File: src/rtl/crc_pkg.sv
// Shared constants, types and helpers for the CRC stream engine.
// Optional feature macro: CRC_CRC16_EN (enables CRC-16 on crc_sel=2 and widens the remainder to 16 bits).
package crc_pkg;

    localparam logic [1:0] SEL_CRC5  = 2'd0;
    localparam logic [1:0] SEL_CRC8  = 2'd1;
    localparam logic [1:0] SEL_CRC16 = 2'd2;
    localparam logic [1:0] SEL_RSVD  = 2'd3;

    localparam logic [4:0]  POLY5  = 5'h05;
    localparam logic [7:0]  POLY8  = 8'h07;
    localparam logic [15:0] POLY16 = 16'h1021;

    localparam int CRC5_W  = $bits(POLY5);
    localparam int CRC8_W  = $bits(POLY8);
    localparam int CRC16_W = $bits(POLY16);

`ifdef CRC_CRC16_EN
    localparam int MAX_CRC_W = CRC16_W;
`else
    localparam int MAX_CRC_W = CRC8_W;
`endif

    typedef enum logic [1:0] {
        IDLE = 2'd0,
        CALC = 2'd1,
        DONE = 2'd2
    } state_e;

    // True when this build can compute the selected polynomial.
    function automatic logic sel_supported(input logic [1:0] sel);
        logic ok;
        ok = (sel == SEL_CRC5) || (sel == SEL_CRC8);
`ifdef CRC_CRC16_EN
        ok = ok || (sel == SEL_CRC16);
`endif
        return ok;
    endfunction

    // CRC width for a supported select; 0 for anything unsupported.
    function automatic int crc_width(input logic [1:0] sel);
        int w;
        case (sel)
            SEL_CRC5:  w = CRC5_W;
            SEL_CRC8:  w = CRC8_W;
`ifdef CRC_CRC16_EN
            SEL_CRC16: w = CRC16_W;
`endif
            default:   w = 0;
        endcase
        return w;
    endfunction

endpackage

File: src/rtl/crc_step.sv
// Combinational multi-bit CRC step: consumes BITS_PER_CYC message bits (MSB first)
// into the running remainder for the selected polynomial.
// Optional feature macro: CRC_CRC16_EN (adds the CRC-16 polynomial).
module crc_step
    import crc_pkg::*;
#(
    parameter int BITS_PER_CYC = 4
) (
    input  logic [MAX_CRC_W-1:0]    rem_i,
    input  logic [BITS_PER_CYC-1:0] bits_i,
    input  logic [1:0]              sel_i,
    output logic [MAX_CRC_W-1:0]    rem_o
);

    localparam int IDX_W = $clog2(MAX_CRC_W);

    logic [MAX_CRC_W-1:0] poly;
    logic [MAX_CRC_W-1:0] mask;
    logic [IDX_W-1:0]     fbIdx;
    logic [MAX_CRC_W-1:0] remV;
    logic                 fb;

    // Polynomial, width mask and feedback tap for the selected CRC; narrower CRCs live in the low bits.
    always_comb begin
        poly  = '0;
        mask  = '1;
        fbIdx = '0;
        case (sel_i)
            SEL_CRC5: begin
                poly  = MAX_CRC_W'(POLY5);
                mask  = MAX_CRC_W'(5'h1F);
                fbIdx = IDX_W'(CRC5_W - 1);
            end
            SEL_CRC8: begin
                poly  = MAX_CRC_W'(POLY8);
                mask  = MAX_CRC_W'(8'hFF);
                fbIdx = IDX_W'(CRC8_W - 1);
            end
`ifdef CRC_CRC16_EN
            SEL_CRC16: begin
                poly  = MAX_CRC_W'(POLY16);
                mask  = MAX_CRC_W'(16'hFFFF);
                fbIdx = IDX_W'(CRC16_W - 1);
            end
`endif
            default: begin
                poly  = '0;
                mask  = '1;
                fbIdx = '0;
            end
        endcase
    end

    // Unrolled long division: shift each message bit in, subtract the polynomial when the top term falls out.
    always_comb begin
        remV = rem_i;
        fb   = 1'b0;
        for (int i = BITS_PER_CYC - 1; i >= 0; i--) begin
            fb   = remV[fbIdx];
            remV = ({remV[MAX_CRC_W-2:0], bits_i[i]} & mask) ^ (fb ? poly : '0);
        end
        rem_o = remV;
    end

endmodule

File: src/rtl/crc_stream_engine.sv
// CRC stream engine: one message per handshake, encode (append CRC) or check (verify codeword),
// result held until the consumer accepts it.
// Optional feature macro: CRC_CRC16_EN (crc_sel=2 selects CRC-16 0x1021).
module crc_stream_engine
    import crc_pkg::*;
#(
    parameter int MSG_W        = 60,
    parameter int BITS_PER_CYC = 4
) (
    input  logic             clk,
    input  logic             rst_n,
    input  logic             in_valid,
    output logic             in_ready,
    input  logic [1:0]       crc_sel,
    input  logic             mode,
    input  logic [MSG_W-1:0] message,
    output logic             out_valid,
    input  logic             out_ready,
    output logic [MSG_W-1:0] out,
    output logic             out_err
);

    localparam int N     = MSG_W / BITS_PER_CYC;
    localparam int CNT_W = $clog2(N + 1);
    localparam logic [CNT_W-1:0] LAST_CNT = CNT_W'(N - 1);

    state_e               state_q, state_d;
    logic [CNT_W-1:0]     cnt_q, cnt_d;
    logic [MAX_CRC_W-1:0] rem_q, rem_d;
    logic [MSG_W-1:0]     shift_q, shift_d;
    logic [1:0]           sel_q, sel_d;
    logic                 mode_q, mode_d;
    logic [MSG_W-1:0]     out_q, out_d;
    logic                 err_q, err_d;

    logic [MAX_CRC_W-1:0] remStep;
    logic [MSG_W-1:0]     shiftRot;
    logic [MSG_W-1:0]     lowMask;
    logic                 accept;

    crc_step #(
        .BITS_PER_CYC(BITS_PER_CYC)
    ) u_step (
        .rem_i (rem_q),
        .bits_i(shift_q[MSG_W-1 -: BITS_PER_CYC]),
        .sel_i (sel_q),
        .rem_o (remStep)
    );

    // The shift register rotates rather than shifts, so after N cycles it holds the padded message again.
    generate
        if (BITS_PER_CYC == MSG_W) begin : g_rot_full
            assign shiftRot = shift_q;
        end else begin : g_rot
            assign shiftRot = {shift_q[MSG_W-BITS_PER_CYC-1:0], shift_q[MSG_W-1 -: BITS_PER_CYC]};
        end
    endgenerate

    assign in_ready  = rst_n && ((state_q == IDLE) || ((state_q == DONE) && out_ready));
    assign accept    = in_valid && in_ready;
    assign out_valid = (state_q == DONE);
    assign out       = out_q;
    assign out_err   = err_q;

    // Next-state logic: accept in IDLE or on the retiring DONE edge, divide in CALC, build the result on the last step.
    always_comb begin
        state_d = state_q;
        cnt_d   = cnt_q;
        rem_d   = rem_q;
        shift_d = shift_q;
        sel_d   = sel_q;
        mode_d  = mode_q;
        out_d   = out_q;
        err_d   = err_q;
        lowMask = (MSG_W'(1) << crc_width(crc_sel)) - MSG_W'(1);
        case (state_q)
            IDLE, DONE: begin
                if (accept) begin
                    sel_d   = crc_sel;
                    mode_d  = mode;
                    rem_d   = '0;
                    cnt_d   = '0;
                    shift_d = mode ? message : (message & ~lowMask);
                    if (sel_supported(crc_sel)) begin
                        state_d = CALC;
                        err_d   = 1'b0;
                    end else begin
                        state_d = DONE;
                        out_d   = '1;
                        err_d   = 1'b1;
                    end
                end else if ((state_q == DONE) && out_ready) begin
                    state_d = IDLE;
                end
            end
            CALC: begin
                rem_d   = remStep;
                shift_d = shiftRot;
                cnt_d   = cnt_q + 1'b1;
                if (cnt_q == LAST_CNT) begin
                    state_d = DONE;
                    err_d   = 1'b0;
                    if (mode_q) begin
                        out_d = (remStep == '0) ? '0 : '1;
                    end else begin
                        out_d = shiftRot | MSG_W'(remStep);
                    end
                end
            end
            default: begin
                state_d = IDLE;
            end
        endcase
    end

    // State and datapath registers with synchronous active-low reset discarding any in-flight work.
    always_ff @(posedge clk) begin
        if (!rst_n) begin
            state_q <= IDLE;
            cnt_q   <= '0;
            rem_q   <= '0;
            shift_q <= '0;
            sel_q   <= '0;
            mode_q  <= 1'b0;
            out_q   <= '0;
            err_q   <= 1'b0;
        end else begin
            state_q <= state_d;
            cnt_q   <= cnt_d;
            rem_q   <= rem_d;
            shift_q <= shift_d;
            sel_q   <= sel_d;
            mode_q  <= mode_d;
            out_q   <= out_d;
            err_q   <= err_d;
        end
    end

endmodule

File: config.mk
export PLATFORM = sky130hd
export DESIGN_NAME = crc_stream_engine
export DESIGN_NICKNAME = d
export VERILOG_FILES = /design/src/rtl/crc_pkg.sv /design/src/rtl/crc_step.sv /design/src/rtl/crc_stream_engine.sv
export SDC_FILE = /design/constraint.sdc
export NUM_CORES = 1
export LEC_CHECK = 0
export CAP_MARGIN = 15
export CORE_MARGIN = 4
export CORE_UTILIZATION = 45
export DETAILED_ROUTE_END_ITERATION = 16
export PLACE_DENSITY = 0.78
export SLEW_MARGIN = 20
export SYNTH_ARGS = -nofsm -noshare
export SYNTH_HDL_FRONTEND = slang
export SYNTH_SLANG_ARGS = --single-unit
File: constraint.sdc
create_clock -name clk -period 2.2 [get_ports clk]
set_input_delay 0.22 -clock clk [delete_from_list [all_inputs] [get_ports clk]]
set_output_delay 0.22 -clock clk [all_outputs]
set_load 0.01 [all_outputs]
==> flow_summary_export.csv <==
group,metric,value,unit
run_status,status,"finished with violations",
run_status,violations,"negative setup slack",
critical_path,start_kind,"register",
timing,fin_ws,-55.35,ps
clocking,cts_tree,"built",
final_layout,area_growth_syn_to_layout,42.44,%
synth,synth.most_common_cell,"dfxtp_1",
pwr,power.leakage,3.041,nW
grt,grt_use_total,24.19,%
final_layout,nets,865,
critical_path,reg2regPathDepth,8,
timing,fin_crit_sh,102.5,%
die,num_io_pins,130,
timing,skew,13.78,ps
timing,setup_viol,60,
synth,synth_edf_count,0,
synth,ys_top_cells_by_count,"dfxtp_1 (138), nand2_1 (131), nor2_1 (128)",
place,postPlaceCellArea,7310,sq um
synth,synth.distinct_cells,43,
timing,final_max_slew_viol_count,0,
die,die_height,121.2,um
critical_path,crit_type,"register to register",
die,die_area,14680,sq um
route,wire_per_inst,19.48,um
critical_path,endpoint_kind,"register",
timing,rsz0062_at_grt,"true",
route,drc,0,
grt,grt_max_degree,67,
synth,synth_flop_cell,"dfxtp_1",
timing,fmax,443.4,MHz
synth,postSynthCellCount,676,
final_layout,post-route-util,65.33,%
die,core,12570,sq um
die,die_w,121.2,um
timing,hold_viol,0,
timing,fin_crit,2255,ps
die,core.rowCount,41,
clocking,cts_hold_buf,0,
place,routabilityCongestion,0.8731,
clocking,cts-root-buf,"clkbuf_16",
timing,timing.slew.headroom,48.95,%
synth,yosysTopAreaCell,"dfxtp_1",
timing,whs,372.3,ps
place,place_ws,7.285,ps
grt,grt_overflow_total,0,
pwr,power_density,802.0,nW/um^2
route,drt_wl_total,19090,um
final_layout,final_cells,980,
timing,max_slew.worst_pin.slew,765.7,ps
hold_path,min_path_cells,3,
final_layout,final_cell_area,8210,sq um
synth,ys_seq_area_share,47.93,%
route,drt-pass1-iter-count,7,
run,timing.max_cap.violations,0,
route,num_vias,5896,
synth,synth.avg_cell_area,8.527,sq um
synth,synth_area_leaders,"dfxtp_1 (48%), nand2_1 (8.5%), nor2_1 (8.3%), o32ai_1 (8.1%), a311oi_1 (7.9%)",
grt,grt_pass1_vias,5708,
place,port_buffers,129,
synth,synthDominantCellAreaShare,47.93,%
clocking,htreeDepth,4,
place,dp.cells,940,
clocking,clk_latency,420,ps
die,start_util,45.86,%
critical_path,required,2500,ps
grt,antenna_found_initial,0,
hold_path,hold_class,"input port to register",
final_layout,drive_gt1_share,14.73,%
route,ant_nets,0,
grt,grt_first_pass_wirelength,28770,um
critical_path,arrival,2550,ps
clocking,clkTransAtPathRegs,60,ps
synth,synth.yosys.warnings,0,
place,dp_hpwl,11220,um
synth,synth_nets,746,
route,drt_iter0_drc,603,
synth,synth-seq-cells,138,
critical_path,path_max_fanout,8,
synth,syn_area,5764,sq um
synth,async_reset_ff_share,0,%
final_layout,antennaDiodeCount,0,
clocking,cts.sinks,138,
final_layout,nFillCells,1009,
clocking,cts_buffers,17,
clocking,clockBufferDepth,2,
route,viasPerCell,6.016,
pwr,vdd_ir_drop_max,0.5220,mV
==> timing repair <==
item,CTS,global route
hold endpoints to repair,0,0
endpoints found under the setup margin,60,60
pin swaps,0,11
gates resized for setup,3,40
buffers inserted,1,1
gates cloned,0,6
==> per-stage QoR <==
step	TNS (ps)	total power [mW]
6_report	-2060	6.585
5_1_grt	-5774	6.767
4_1_cts	0	6.513
3_5_place_dp	0	3.624
3_3_place_gp	0	3.598
2_1_floorplan	-188.2	3.212
==> worst paths after layout <==
path	startpoint	endpoint	slack (ps)
max	rem_q[5]$_SDFFE_PN0P_	out[32]$_SDFFE_PN0P_	-60
min	message[10]	shift_q[10]$_SDFFE_PN0P_	370
max reg2reg	rem_q[5]$_SDFFE_PN0P_	out[32]$_SDFFE_PN0P_	-60
min reg2reg	shift_q[3]$_SDFFE_PN0P_	shift_q[7]$_SDFFE_PN0P_	490
==> state kept, by name (all words and copies together), names as in the netlist <==
signal and cells:
cnt_q 4, sel_q 2, mode_q 1, shift_q 60
out_err 1, state_q 2, rem_q 8, out 60
==> cell type report <==
type,instances,area [sq um],share of cell area [%]
clock buffer,17,425.4,5.181
clock inverter,15,178.9,2.179
inverter,5,21.27,0.2591
timing repair buffer,165,1755,21.38
sequential,138,2771,33.75
multi-input combinational,468,2843,34.62
tap,172,215.2,2.621
==> cells in the final DEF, fill, tap and decap left out, drive strengths merged, types with 2 or more instances in the layout <==
master / synthesis / final
ha: 3 / 3
a21oi: 13 / 13
a21boi: 8 / 8
a211oi: 3 / 3
dfxtp: 138 / 138
buf: 20 / 32
a2111oi: 2 / 2
xnor2: 7 / 7
o32ai: 53 / 53
a311oi: 52 / 52
bufinv: 0 / 2
o21ai: 2 / 2
clkinv: 0 / 2
nand2b: 4 / 4
nor4: 3 / 3
clkdlybuf4s50: 0 / 129
nor2: 128 / 128
a31oi: 5 / 5
nand3: 14 / 14
xor2: 6 / 6
clkbuf: 45 / 21
nor2b: 2 / 2
clkinvlp: 0 / 2
inv: 5 / 14
nor3: 8 / 8
nand2: 131 / 131
nor3b: 2 / 2
and3: 2 / 2
a22oi: 7 / 7
==> cell families (layout without fill, tap and decap cells) <==
logic type / Yosys count / after routing / share of synthesized area (%)
flops: 138 / 138 / 47.93
fa+ha+maj: 3 / 3 / 0.6513
compound gates: 152 / 152 / 21.77
xor+xnor: 13 / 13 / 2.301
buf+inv: 70 / 202 / 5.687
simple gates: 299 / 299 / 21.49
mux: 1 / 1 / 0.1737
==> layer usage <==
layer,vias up,global-route usage (%),wire [um]
met1,2833,32.63,7742
li1,2660,-,-
met3,47,5.688,1656
met5,-,0,0
met4,0,7.633,377
met2,356,38.56,9313
==> power by group <==
part | internal [mW] | total (mW) | switching [mW]
registers | 2.65 | 2.78 | 0.130
logic | 0.440 | 0.878 | 0.438
clock network | 1.72 | 2.92 | 1.21
==> critical path, cell delays in order (launching register included) <==
cell       delay (ps)
dfxtp_2           340
xor2_2            190
and3_4            190
or4_4             520
xnor2_4           160
o41ai_4           220
buf_6             250
clkbuf_16         200
nor2_2             50
(Power assumes the default switching activity.)
